$ cat src/rtl/vga_pkg.sv
// rtl/vga_pkg.sv - shared pixel width, screen state encoding and colour constants
package vga_pkg;

    localparam int RGB_W = 12;

    localparam logic [1:0] SCR_PLAY       = 2'd0;
    localparam logic [1:0] SCR_BLANK_GO   = 2'd1;
    localparam logic [1:0] SCR_GAMEOVER   = 2'd2;
    localparam logic [1:0] SCR_BLANK_PLAY = 2'd3;

    localparam logic [RGB_W-1:0] BLACK = 12'h000;

    typedef enum logic [1:0] {
        ST_PLAY       = SCR_PLAY,
        ST_BLANK_GO   = SCR_BLANK_GO,
        ST_GAMEOVER   = SCR_GAMEOVER,
        ST_BLANK_PLAY = SCR_BLANK_PLAY
    } scr_state_t;

    function automatic logic is_blank(input scr_state_t s);
        return (s == ST_BLANK_GO) || (s == ST_BLANK_PLAY);
    endfunction

endpackage

$ cat src/rtl/sync_delay.sv
// rtl/sync_delay.sv - DEPTH-stage shift register for {hsync, vsync} with synchronous clear
//
// Ports:
//   clk   - pixel clock
//   clear - synchronous clear, active high; zeroes every stage
//   d     - {hsync, vsync} input
//   q     - {hsync, vsync} delayed by DEPTH cycles
module sync_delay #(
    parameter int DEPTH = 2
) (
    input  logic       clk,
    input  logic       clear,
    input  logic [1:0] d,
    output logic [1:0] q
);

    logic [1:0] sr [DEPTH];

    always_ff @(posedge clk) begin
        if (clear) begin
            for (int i = 0; i < DEPTH; i++) begin
                sr[i] <= 2'b00;
            end
        end else begin
            sr[0] <= d;
            for (int i = 1; i < DEPTH; i++) begin
                sr[i] <= sr[i-1];
            end
        end
    end

    assign q = sr[DEPTH-1];

endmodule

$ cat src/rtl/vga_screen_mux.sv
// rtl/vga_screen_mux.sv - frame-synchronous play/game-over screen selector with black interlude
//
// Ports:
//   clk, reset           - pixel clock, synchronous active-high reset
//   hsync_in, vsync_in   - raw sync from the timing generator
//   play_rgb, go_rgb     - {r,g,b} pixels, both RGB_LAG cycles behind sync
//   game_over, restart   - screen change requests (level or pulse)
//   hsync, vsync         - sync delayed RGB_LAG+1 cycles
//   red, green, blue     - selected pixel, registered once
//   screen               - current state encoding
//   busy                 - high while a blank interlude is running
module vga_screen_mux
    import vga_pkg::*;
#(
    parameter int RGB_LAG      = 1,
    parameter int BLANK_FRAMES = 8
) (
    input  logic             clk,
    input  logic             reset,
    input  logic             hsync_in,
    input  logic             vsync_in,
    input  logic [RGB_W-1:0] play_rgb,
    input  logic [RGB_W-1:0] go_rgb,
    input  logic             game_over,
    input  logic             restart,
    output logic             hsync,
    output logic             vsync,
    output logic [3:0]       red,
    output logic [3:0]       green,
    output logic [3:0]       blue,
    output logic [1:0]       screen,
    output logic             busy
);

    localparam int FCNT_W    = ($clog2(BLANK_FRAMES + 1) > 0) ? $clog2(BLANK_FRAMES + 1) : 1;
    localparam int FCNT_LAST = (BLANK_FRAMES > 0) ? BLANK_FRAMES - 1 : 0;
    localparam logic [FCNT_W-1:0] FCNT_END = FCNT_W'(FCNT_LAST);

    scr_state_t        state_q, state_d;
    logic [FCNT_W-1:0] fcnt_q, fcnt_d;
    logic              go_pend_q, go_pend_d;
    logic              rs_pend_q, rs_pend_d;
    logic              vs_q;
    logic              frame_tick;
    logic              busy_q;
    logic [RGB_W-1:0]  rgb_sel, rgb_q;
    logic [1:0]        sync_q;

    assign frame_tick = vsync_in & ~vs_q;

    always_comb begin
        state_d = state_q;
        fcnt_d  = fcnt_q;
        // A request seen on the consuming tick is folded into that tick,
        // so the latch never survives a tick. Latches only live in the
        // state that can act on them.
        go_pend_d = (state_q == ST_PLAY) && !frame_tick && (go_pend_q || game_over);
        rs_pend_d = (state_q == ST_GAMEOVER) && !frame_tick && (rs_pend_q || restart);

        if (frame_tick) begin
            case (state_q)
                ST_PLAY: begin
                    if (go_pend_q || game_over) begin
                        state_d = (BLANK_FRAMES == 0) ? ST_GAMEOVER : ST_BLANK_GO;
                        fcnt_d  = '0;
                    end
                end
                ST_BLANK_GO: begin
                    if (fcnt_q == FCNT_END) begin
                        state_d = ST_GAMEOVER;
                        fcnt_d  = '0;
                    end else begin
                        fcnt_d = fcnt_q + 1'b1;
                    end
                end
                ST_GAMEOVER: begin
                    if (rs_pend_q || restart) begin
                        state_d = (BLANK_FRAMES == 0) ? ST_PLAY : ST_BLANK_PLAY;
                        fcnt_d  = '0;
                    end
                end
                ST_BLANK_PLAY: begin
                    if (fcnt_q == FCNT_END) begin
                        state_d = ST_PLAY;
                        fcnt_d  = '0;
                    end else begin
                        fcnt_d = fcnt_q + 1'b1;
                    end
                end
                default: begin
                    state_d = ST_PLAY;
                    fcnt_d  = '0;
                end
            endcase
        end
    end

    always_comb begin
        rgb_sel = BLACK;
        case (state_q)
            ST_PLAY:     rgb_sel = play_rgb;
            ST_GAMEOVER: rgb_sel = go_rgb;
            default:     rgb_sel = BLACK;
        endcase
    end

    always_ff @(posedge clk) begin
        if (reset) begin
            state_q   <= ST_PLAY;
            fcnt_q    <= '0;
            go_pend_q <= 1'b0;
            rs_pend_q <= 1'b0;
            vs_q      <= 1'b0;
            busy_q    <= 1'b0;
            rgb_q     <= BLACK;
        end else begin
            state_q   <= state_d;
            fcnt_q    <= fcnt_d;
            go_pend_q <= go_pend_d;
            rs_pend_q <= rs_pend_d;
            vs_q      <= vsync_in;
            busy_q    <= is_blank(state_d);
            rgb_q     <= rgb_sel;
        end
    end

    // RGB already trails sync by RGB_LAG; one extra stage on both paths
    // keeps them aligned at the connector.
    sync_delay #(
        .DEPTH(RGB_LAG + 1)
    ) u_sync_delay (
        .clk   (clk),
        .clear (reset),
        .d     ({hsync_in, vsync_in}),
        .q     (sync_q)
    );

    assign hsync  = sync_q[1];
    assign vsync  = sync_q[0];
    assign red    = rgb_q[11:8];
    assign green  = rgb_q[7:4];
    assign blue   = rgb_q[3:0];
    assign screen = state_q;
    assign busy   = busy_q;

endmodule
$ cat config.mk
export PLATFORM = sky130hd
export DESIGN_NAME = vga_screen_mux
export DESIGN_NICKNAME = d
export VERILOG_FILES = /design/src/rtl/vga_pkg.sv /design/src/rtl/sync_delay.sv /design/src/rtl/vga_screen_mux.sv
export SDC_FILE = /design/constraint.sdc
export NUM_CORES = 1
export LEC_CHECK = 0
export ABC_AREA = 1
export BUFFER_PORTS_ARGS = -buffer_cell sky130_fd_sc_hd__buf_2
export CORE_UTILIZATION = 44
export CTS_CLUSTER_DIAMETER = 80
export DETAILED_ROUTE_END_ITERATION = 10
export HOLD_SLACK_MARGIN = 0.08
export PLACE_DENSITY_LB_ADDON = 0.15
export SYNTH_ARGS = -nofsm -noshare
export SYNTH_HDL_FRONTEND = slang
export SYNTH_SLANG_ARGS = --single-unit
$ cat constraint.sdc
create_clock -name clk -period 1.2 [get_ports clk]
set_input_delay 0.12 -clock clk [delete_from_list [all_inputs] [get_ports clk]]
set_output_delay 0.12 -clock clk [all_outputs]
set_load 0.01 [all_outputs]
# ---- Word level (Yosys, flattened, before mapping)
# Memory sizes are Yosys's and may differ from the RTL's.
# Cells that the tools add are included.
dict set report totals {
  regBits 22
  latch_bits 0
  ramBits 4
  mem_bits_ro 0
  in_bits 30
  output_inout_bits 17
  word_cells 48
  n_memories 1
}
dict set report classes {
  n_addsub 1
  multipliers 0
  div_mod_pow 0
  order_cmp 0
  eq_ne 8
  n_shift 0
  mux 16
  n_bitwise 4
  reduce_logical 11
}
# memory depth width rd rd_ports_with_merged_regs write_ports line
set mem_list {}
lappend mem_list {u_sync_delay.sr 2 2 2 0 2 sync_delay.sv:17} ;# logic [1:0] sr [DEPTH];
# op n
set op_table {}
lappend op_table {{$pmux 12 s2} 1}
lappend op_table {{$mux 2} 7}
lappend op_table {{$mux 4} 3}
lappend op_table {{$pmux 4 s3} 1}
lappend op_table {{$pmux 2 s4} 1}
lappend op_table {{$eq 2x2->1 const B} 3}
lappend op_table {{$add 4x1->4 const B} 1}
lappend op_table {{$eq 2x1->1 const B} 2}
lappend op_table {{$eq 4x3->1 const B} 1}
lappend op_table {{$logic_and 1x1->1} 4}
lappend op_table {{$ne 2x1->1 const B} 2}
lappend op_table {{$logic_or 1x1->1} 3}
lappend op_table {{$mux 1} 3}
lappend op_table {{$reduce_and 3->1} 1}
lappend op_table {{$logic_not 2->1} 1}
lappend op_table {{$or 1x1->1} 2}
lappend op_table {{$reduce_or 2->1} 1}
lappend op_table {{$and 1x1->1} 1}
lappend op_table {{$logic_not 1->1} 1}
lappend op_table {{$not 1->1} 1}

# ---- Longest topological paths before layout
# Gate-level depths: netlist (run 1).
dict set report depth {
  ltp_word 6
  ltp_mapped 8
  mapped_depth_nobuf 8
}

# ---- Hierarchy
# From an unflattened synthesis (run 1), not the netlist that was laid out.
dict set report unflattened {
  hier_cells 127
  area_unflattened_um2 1022.2
}
# mod instances cells_per_inst area_each_um2 seq_area_each_um2
set modules_own_cells {}
lappend modules_own_cells {vga_screen_mux 1 113 897.1 420.4}
lappend modules_own_cells {sync_delay 1 14 125.1 80.1}

# ---- Worst setup path before layout (run 1)
# OpenSTA, ideal clock, no wires.
dict set report synth_path {
  path_kind {flip-flop to flip-flop}
  startpoint {reg with a tool-made name}
  endpoint {reg fcnt_q[0]}
  setup_time_ps 129
  arrival_ps 982
  required_time_ps 1071
  slack_ps 89
  stages_incl_launch_ff 8
  path_buffers 0
  synth_period_minus_slack_ps 1111
  path_cell_list {dfxtp_1 inv_2 nand2_1 nor2_1 nor2_4 nand2_1 nand2_1 nor2_1}
}
# item line
set synth_rtl {}
lappend synth_rtl {{end signal: assignment} vga_screen_mux.sv:118} ;# fcnt_q <= fcnt_d;
lappend synth_rtl {{end: declaration} vga_screen_mux.sv:40} ;# logic [FCNT_W-1:0] fcnt_q, fcnt_d;

==> results.md, run 1 <==
- Status: finished clean
- Sequential power share: 48.9%
- CTS Buf Count: 3
- Post-DP HPWL: 1.656 mm
- First DRT Iteration DRCs: 18
- Hold depth: 3
- Max Clock Skew: 2.916 ps
- Area delta synth->final: 62.58%
- Crit path buf inv count: 2
- Net Sw Frac: 24.22%
- Setup tns final: 0 ps
- Initial antenna violation count: 0
- Total track usage: 24.74%
- Crit. End Element: output port
- Hold/Removal Path Class: in -> reg
- Final slew viol count: 0
- Final Core Density: 77.97%
- # rows: 16
- Core Area: 2022 sq um
- Clock sink count: 24
- Port bufs: 46
- Max-slew headroom: 86.09%
- DRC violation count after routing: 0
- Post-Route WL: 2.962 mm
- Worst Path Class, Setup: reg -> out
- Number of buffers inserted by post-CTS setup repair: 0
- Critical Path Stages: 2
- Share of the clock period used by the worst path: 94.23%
- DIE HEIGHT: 48.95 microns
- Syn Nets: 164
- Synthesized flop and latch total: 24
- Clk slew on worst S/H paths: 130 ps
- Worst-margin pin slew: 207.3 ps
- Leakage: 0.7830 nW
- Minimum clock period: 1131 ps
- Slowest stage cell, crit path: dfxtp_2
- Die Wd: 48.95 microns
- DR vias: 1123
- Yosys warns: 0
- Peak supply drop: 1785 uV
- Max cap viols: 0
- Synth unique cells: 19
- Via-to-Cell Ratio: 4.758
- # setup viols final: 0
- H-tree Lvls: 1
- Initial Utilization: 47.96%
- Crit path launch type: register
- Crit path DAT: 1010 ps
- Nets@finish: 241
- Top Family by Delay on Critical Path: flip-flops
- CP cell instances: buf_4 -> buf_2
- Seq/Total Area, Yosys: 49.55%
- Pin count of the biggest net entering global routing: 15
- DR WL/cell: 12.55 microns
- Congestion Overflow GR: 0
- First-pass GRT wire length: 4.526 mm
- Mapped cell area: 969.7 sq um
- R2r worst-path depth: 6
- Ant. Diodes: 0
- Internal Power: 0.001353 W
- RSZ-0062 raised after global routing: no
- Final std cells w/o fill: 236
- Data required time of the worst path: 1080 ps
- Syn_area_per_cell: 7.291 sq um
- Logic pwr share: 18.4%
- Peak Freq: 0.8844 GHz
- Detail Route Antenna Nets: 0
- Drt first pass iters: 4
- Clock Path Buffers: 2
- Placed insts: 205
- Root Buffer: clkbuf_4
- CP Max Fanout: 6
- GP Congestion: 0.8707
- Power Dens Cells: 1132 nW/um^2
- Vias in the first global route: 1081
- Worst-Skew Late Latency: 310 ps
- Clock share of power: 32.7%
- Share of layout cells above drive strength 1: 33.49%
- Synth Instances: 133
- Fin. Hold Viols: 0
- CTS tree: yes
- Die outline area: 2396 sq um
- CP peak stage delay: 430 ps
- Sw power: 0.0004324 W
- Ports: 47
synth_stat cells, drive strengths merged:
| cell | n | share of area, % |
|---|---|---|
| buf | 3 | 2.1 |
| inv | 12 | 4.6 |
| nor2 | 19 | 9.4 |
| nand2 | 46 | 18 |
| clkbuf | 2 | 0.77 |
| dfxtp | 24 | 50 |
| nand3 | 5 | 2.6 |
| ha | 1 | 1.3 |
| nor3 | 3 | 1.5 |
| o21ai | 3 | 1.5 |
| nand4 | 1 | 0.65 |
| a21oi | 14 | 7.6 |
power groups by stage:
stage	clock (W)	sequential [W]	combinational [W]
after floorplan	0	0.000902	0.000120
after global placement	0	0.000884	0.000240
after detailed placement	0	0.000885	0.000246
after CTS	0.000592	0.000869	0.000312
after global routing	0.000632	0.000878	0.000357
final	0.000583	0.000873	0.000329
layout by cell type, fill, tap and decap left out:
master         Yosys  routed
buf_2              1      46
nand2_1           44      43
dlygate4sd3_1      0      27
dfxtp_1           24      20
nor2_1            15      15
a21oi_1           13      13
inv_1              9       9
nand3_1            5       5
dfxtp_2            0       4
buf_4              2       4
inv_2              3       3
nor2_4             2       3
nand2_2            2       3
clkbuf_4           0       3
o21ai_0            2       2
nor3_1             3       2
nor2_2             2       1
nor3_2             0       1
a21oi_2            1       1
o21ai_1            1       1
nand4_1            1       1
ha_1               1       1
bufinv_16          0       1
sequential cells by signal, indices dropped and copies added, names as in the netlist, named ones only:
signal,flops
u_sync_delay.sr,4
rs_pend_q,1
go_pend_q,1
fcnt_q,4
rgb_q,12
cell families after synthesis:
| group | count (synthesis) | synth area share, % |
|---|---|---|
| AOI/OAI and AO/OA | 17 | 9.161 |
| DFF | 24 | 49.55 |
| adders and majority gates | 1 | 1.290 |
| and+or+nand+nor | 74 | 32.51 |
| buffers and inverters | 17 | 7.483 |
worst paths after layout:
kind	start	slack (ps)	endpoint
worst max-delay path	register	70	screen[0]
worst min register to register	u_sync_delay.sr[0][1]	420	u_sync_delay.sr[0][3]
worst min-delay path	game_over	170	go_pend_q
worst max register to register	fcnt_q[0]	70	register
routing by layer:
layer	track usage [%]	vias up	part of all wire [%]	wire length (microns)
met1	25.15	513	41	1211
met3	4.050	2	4.6	137
met4	7.353	0	0.61	18
met2	50.23	44	54	1595
li1	-	564	-	-
met5	0	-	0	0
worst reg2reg max path: cells and delay by family (launching register included):
kind	cells	cell delay (ps)
fa+ha+maj	1	170
compound gates	2	220
buf+inv	1	90
simple gates	2	170
flops	1	380
through the flow:
step	power, W	worst slack [ps]	instance area, sq um	hold WS [ps]
after floorplan	0.001021	89.34	969.7	227.0
after global placement	0.001124	75.70	1236	327.4
after detailed placement	0.001132	85.85	1236	332.8
after CTS	0.001773	14.26	1550	87.93
after global routing	0.001867	6.564	1577	188.3
final	0.001785	69.24	1577	169.3
final cells by class:
cell class              instances  area (sq um)
repair buffers                 77         530.5
inverters                      12         45.04
clock buffers                   3         22.52
clock inverters                 1         30.03
flip-flops and latches         24         485.5
well taps                      27         33.78
fillers                       131         445.4
multi-input cells              92         429.2
repair_timing:
| item | in CTS | in global routing |
|---|---|---|
| endpoints found under the setup margin | 2 | 17 |
| hold endpoints to repair | 14 | 1 |
| hold buffers | 26 | 1 |
| resized for setup | 1 | 6 |
| gates cloned | 0 | 0 |
No activity file was read; power rests on OpenSTA's default activity.
==> inputs of run 2 (changes only) <==
- CELL_PAD_IN_SITES_DETAIL_PLACEMENT: unset -> 0
- CELL_PAD_IN_SITES_GLOBAL_PLACEMENT: unset -> 2
- CORE_UTILIZATION: 44 -> 23
==> results.md, run 2 (synthesized netlist as in run 1, its figures left out) <==
- Via-to-Cell Ratio: 4.073 (was 4.758)
- Total track usage: 11.38% (was 24.74%)
- Crit path DAT: 1300 ps (was 1010 ps)
- # setup viols final: 0 (unchanged)
- Pin count of the biggest net entering global routing: 15 (unchanged)
- Post-Route WL: 2.424 mm (was 2.962 mm)
- Die outline area: 4480 sq um (was 2396 sq um)
- Initial Utilization: 24.07% (was 47.96%)
- Top Family by Delay on Critical Path: simple AND/OR/NAND/NOR gates (was flip-flops)
- Hold depth: 3 (unchanged)
- R2r worst-path depth: 8 (was 6)
- Ant. Diodes: 0 (unchanged)
- Final Cell Area: 1361 sq um (was 1577 sq um)
- Peak supply drop: 395.4 uV (was 1785 uV)
- Congestion Overflow GR: 0 (unchanged)
- Largest regs: rgb_q (12), fcnt_q (4), u_sync_delay.sr (4) (unchanged)
- Initial antenna violation count: 0 (unchanged)
- Minimum clock period: 1097 ps (was 1131 ps)
- DRC violation count after routing: 0 (unchanged)
- DIE HEIGHT: 66.93 microns (was 48.95 microns)
- RSZ-0062 raised after global routing: no (unchanged)
- Share of the clock period used by the worst path: 91.41% (was 94.23%)
- DR vias: 953 (was 1123)
- CTS tree: yes (unchanged)
- Final std cells w/o fill: 234 (was 236)
- Final Core Density: 33.79% (was 77.97%)
- Share of layout cells above drive strength 1: 38.04% (was 33.49%)
- Ports: 47 (unchanged)
- Slowest stage cell, crit path: dfxtp_2 (unchanged)
- Worst-Skew Late Latency: 260 ps (was 310 ps)
- Leakage: 0.6854 nW (was 0.7830 nW)
- CTS Buf Count: 3 (unchanged)
- Root Buffer: clkbuf_8 (was clkbuf_4)
- Worst-margin pin slew: 264.4 ps (was 207.3 ps)
- Worst Path Class, Setup: reg -> reg (was reg -> out)
- First-pass GRT wire length: 3.746 mm (was 4.526 mm)
- Critical path's most frequent cell: nand2_1
- Clk slew on worst S/H paths: 80 ps (was 130 ps)
- CP cell instances: ha_1 -> nand2_1 -> nand2_1 -> nand2_2 -> nand3_1 -> nand2_1 -> inv_2 -> nor2_1 (was buf_4 -> buf_2)
- Crit path launch type: register (unchanged)
- Core Area: 4029 sq um (was 2022 sq um)
- Max Clock Skew: 0.7211 ps (was 2.916 ps)
- Area delta synth->final: 40.39% (was 62.58%)
- # rows: 23 (was 16)
- Die Wd: 66.93 microns (was 48.95 microns)
- DR WL/cell: 10.36 microns (was 12.55 microns)
- Placed Area: 1272 sq um (was 1236 sq um)
- Number of buffers inserted by post-CTS setup repair: 0 (unchanged)
- Final slew viol count: 0 (unchanged)
- Status: finished clean (unchanged)
- Commonest cells after routing, fill and taps aside: 46 x buf_2, 43 x nand2_1, 20 x dfxtp_1 (was 46 x buf_2, 43 x nand2_1, 27 x dlygate4sd3_1)
- Post-DP HPWL: 1.818 mm (was 1.656 mm)
- Nets@finish: 216 (was 241)
- CP Max Fanout: 4 (was 6)
- Hold/Removal Path Class: in -> reg (unchanged)
- GP Congestion: 0.7675 (was 0.8707)
- Clock sink count: 24 (unchanged)
- Max cap viols: 0 (unchanged)
- Crit path buf inv count: 1 (was 2)
- Vias in the first global route: 823 (was 1081)
- Placed insts: 229 (was 205)
- Reg with most FFs: rgb_q (unchanged)
- Critical Path Stages: 8 (was 2)
- First DRT Iteration DRCs: 30 (was 18)
- Max-slew headroom: 82.36% (was 86.09%)
- Peak Freq: 0.9116 GHz (was 0.8844 GHz)
- Port bufs: 46 (unchanged)
- Clock Path Buffers: 2 (unchanged)
- Power Dens Cells: 1336 nW/um^2 (was 1132 nW/um^2)
- Detail Route Antenna Nets: 0 (unchanged)
- Fin. Hold Viols: 0 (unchanged)
- Total power draw: 0.001819 W (was 0.001785 W)
- Setup tns final: 0 ps (unchanged)
- Most common cell after layout, fill and taps aside: buf_2 (unchanged)
- Data required time of the worst path: 1410 ps (was 1080 ps)
- CP peak stage delay: 350 ps (was 430 ps)
- Drt first pass iters: 4 (unchanged)
- Crit. End Element: register (was output port)
- H-tree Lvls: 1 (unchanged)
- Max reg flops: 12 (unchanged)
run 2: final timing paths:
path                         start                     to  slack, ps
min reg2reg  u_sync_delay.sr[0][1]  u_sync_delay.sr[0][3]        410
min                       vsync_in  u_sync_delay.sr[0][0]         90
max reg2reg              fcnt_q[0]              fcnt_q[3]        100
max                      fcnt_q[0]              fcnt_q[3]        100
run 2: where the power goes:
part           internal (W)  switching [W]  leakage, nW
logic              0.000116       0.000134        0.450
registers          0.000844      0.0000259        0.200
clock network      0.000445       0.000254       0.0357
run 2: metrics by stage:
stage	hold WS (ps)	setup slack [ps]
final	85.02	103.1
after global routing	93.09	5.185
after CTS	82.01	29.37
after detailed placement	331.6	27.15
after global placement	322.2	25.05
after floorplan	227.0	89.34
run 2: metal layers:
metal  up-vias  GRT usage, %  wire length (microns)
met4         0         5.585                     25
met2        26         18.56                   1143
li1        513             -                      -
met5         -             0                      0
met3         2         2.740                    173
met1       412         13.80                   1082
run 2: timing repair:
action / in CTS / in global routing
resized for setup: 1 / 5
setup endpoints to repair: 1 / 14
hold buffers: 1 / 0
endpoints found under the hold margin: 1 / 0
run 2: worst reg2reg max path, stage by stage (launching register included):
cell     delay [ps]
dfxtp_2         350
ha_1            210
nand2_1          90
nand2_1          60
nand2_2          80
nand3_1          90
nand2_1          80
inv_2            30
nor2_1           70
run 2: cell type report:
| class | count | area (sq um) |
|---|---|---|
| Fill cell | 450 | 2668 |
| Sequential cell | 24 | 485.5 |
| Multi-Input combinational cell | 92 | 419.2 |
| Timing Repair Buffer | 52 | 277.8 |
| Tap cell | 50 | 62.56 |
| Inverter | 12 | 45.04 |
| Clock buffer | 3 | 41.29 |
| Clock inverter | 1 | 30.03 |
==> inputs of run 3 (changes only) <==
- BUFFER_PORTS_ARGS: -buffer_cell sky130_fd_sc_hd__buf_2 -> -buffer_cell sky130_fd_sc_hd__clkbuf_2
==> results.md, run 3 (synthesized netlist as in run 1, its figures left out) <==
- Status: finished clean (unchanged)
- First-pass GRT wire length: 4.029 mm (was 3.746 mm)
- RSZ-0062 raised after global routing: no (unchanged)
- CTS Buf Count: 3 (unchanged)
- Minimum clock period: 1123 ps (was 1097 ps)
- CTS tree: yes (unchanged)
- R2r worst-path depth: 8 (unchanged)
- Max reg flops: 12 (unchanged)
- Die outline area: 4480 sq um (unchanged)
- Port bufs: 46 (unchanged)
- Die Wd: 66.93 microns (unchanged)
- Worst-margin pin slew: 289.8 ps (was 264.4 ps)
- Clock share of power: 31.9% (was 38.4%)
- Post-DP HPWL: 1.914 mm (was 1.818 mm)
- Max cap viols: 0 (unchanged)
- FILL cells: 421 (was 450)
- Ant. Diodes: 0 (unchanged)
- Clock sink count: 24 (unchanged)
- Sequential power share: 50.2% (was 47.8%)
- Crit. End Element: register (unchanged)
- # setup viols final: 0 (unchanged)
- Clock Path Buffers: 2 (unchanged)
- DR vias: 1011 (was 953)
- Worst-Skew Late Latency: 260 ps (about the same)
- Critical Path Stages: 8 (unchanged)
- Crit path DAT: 1330 ps (was 1300 ps)
- Hold slack: 90.30 ps (was 85.02 ps)
- Post-Route WL: 2.732 mm (was 2.424 mm)
- CP Max Fanout: 4 (unchanged)
- Hold/Removal Path Class: in -> reg (unchanged)
- Power Dens Cells: 1113 nW/um^2 (was 1336 nW/um^2)
- Storage element area: 485.5 sq um (unchanged)
- Vias in the first global route: 942 (was 823)
- Pin count of the biggest net entering global routing: 15 (unchanged)
- Peak supply drop: 366.1 uV (was 395.4 uV)
- Drt first pass iters: 4 (unchanged)
- Critical path's most frequent cell: nand2_1 (unchanged)
- Core Area: 4029 sq um (unchanged)
- Peak Freq: 0.8907 GHz (was 0.9116 GHz)
- Nets@finish: 237 (was 216)
- Commonest cells after routing, fill and taps aside: 46 x clkbuf_2, 43 x nand2_1, 22 x dlygate4sd3_1 (was 46 x buf_2, 43 x nand2_1, 20 x dfxtp_1)
- Hold depth: 3 (unchanged)
- Crit path launch type: register (unchanged)
- CP peak stage delay: 350 ps (about the same)
- Net Sw Frac: 25.27% (was 22.71%)
- # rows: 23 (unchanged)
- Ports: 47 (unchanged)
- Worst Path Class, Setup: reg -> reg (unchanged)
- Share of layout cells above drive strength 1: 34.63% (was 38.04%)
- Initial antenna violation count: 0 (unchanged)
- Crit path buf inv count: 1 (unchanged)
- Initial Utilization: 24.07% (unchanged)
- Largest regs: rgb_q (12), fcnt_q (4), u_sync_delay.sr (4) (unchanged)
- GP Congestion: 0.7495 (was 0.7675)
- DR WL/cell: 10.71 microns (was 10.36 microns)
- Total track usage: 12.08% (was 11.38%)
- Clk slew on worst S/H paths: 90 ps (was 80 ps)
- Internal Power: 0.001297 W (was 0.001406 W)
- Max-slew headroom: 80.66% (was 82.36%)
- Reg with most FFs: rgb_q (unchanged)
- First DRT Iteration DRCs: 17 (was 30)
- Detail Route Antenna Nets: 0 (unchanged)
- Congestion Overflow GR: 0 (unchanged)
- Slowest stage cell, crit path: dfxtp_2 (unchanged)
- Area of the multi-input gates: 424.2 sq um (was 419.2 sq um)
- Top Family by Delay on Critical Path: simple AND/OR/NAND/NOR gates (unchanged)
- CP cell instances: ha_1 -> nand2_1 -> nand2_1 -> nand2_2 -> nand3_2 -> nand2_1 -> inv_2 -> nor2_1 (was ha_1 -> nand2_1 -> nand2_1 -> nand2_2 -> nand3_1 -> nand2_1 -> inv_2 -> nor2_1)
- Data required time of the worst path: 1410 ps (about the same)
- Setup tns final: 0 ps (unchanged)
- Logic pwr share: 17.8% (was 13.7%)
- Most common cell after layout, fill and taps aside: clkbuf_2 (was buf_2)
- Share of the clock period used by the worst path: 93.56% (was 91.41%)
- Leakage: 0.7640 nW (was 0.6854 nW)
- Area delta synth->final: 60.90% (was 40.39%)
- Fin. Hold Viols: 0 (unchanged)
- H-tree Lvls: 1 (unchanged)
- DRC violation count after routing: 0 (unchanged)
- Number of buffers inserted by post-CTS setup repair: 0 (unchanged)
- Max Clock Skew: 2.026 ps (was 0.7211 ps)
- Root Buffer: clkbuf_8 (unchanged)
- DIE HEIGHT: 66.93 microns (unchanged)
- Final slew viol count: 0 (unchanged)
- Via-to-Cell Ratio: 3.965 (was 4.073)
- Sw power: 0.0004386 W (was 0.0004131 W)
-- run 3: timing repair --
action,in CTS,in global routing
pin swaps,0,1
hold endpoints to repair,13,0
hold buffers,22,0
endpoints found under the setup margin,2,6
resized for setup,1,5
cloned,0,0
-- run 3: routing by layer --
layer	wire length (microns)	track usage (%)
met1	1266	13.54
met2	1308	21.09
met3	120	2.911
met4	36	5.851
met5	0	0
-- run 3: layout make-up --
type / instances / share of cell area [%]
multi-input cells: 92 / 27.19
well taps: 50 / 4.010
clock buffers: 4 / 3.528
inverters: 12 / 2.887
flip-flops and latches: 24 / 31.11
repair buffers: 73 / 31.27
-- run 3: final timing paths --
kind                                       startpoint               endpoint  slack (ps)
worst max register to register              fcnt_q[0]              fcnt_q[3]          80
worst min-delay path                      play_rgb[4]               rgb_q[4]          90
worst max-delay path                        fcnt_q[0]              fcnt_q[3]          80
worst min register to register  u_sync_delay.sr[0][1]  u_sync_delay.sr[0][3]         410
-- run 3: power groups by stage --
stage | Sequential (W) | Combinational, W | Clock [W]
2_1_floorplan | 0.000902 | 0.000120 | 0
3_3_place_gp | 0.000887 | 0.000252 | 0
3_5_place_dp | 0.000889 | 0.000252 | 0
4_1_cts | 0.000871 | 0.000311 | 0.000588
5_1_grt | 0.000877 | 0.000347 | 0.000612
6_report | 0.000872 | 0.000310 | 0.000555
-- run 3: metrics by stage --
step	cells	power (W)	instance area [sq um]	util, %	worst slack, ps
6_report	255	0.001736	1560	38.73	77.24
4_1_cts	255	0.001770	1549	38.45	7.493
3_3_place_gp	229	0.001139	1272	31.58	42.00
2_1_floorplan	133	0.001021	969.7	-	89.34
3_5_place_dp	229	0.001141	1272	31.58	1.438
5_1_grt	255	0.001836	1560	38.73	4.548
-- run 3: worst reg2reg max path: cells and delay by family (launching register included) --
family                   cells  cell delay [ps]
flip-flops                   1              350
AND/OR/NAND/NOR              6              480
adder cells (fa/ha/maj)      1              210
buffers and inverters        1               30
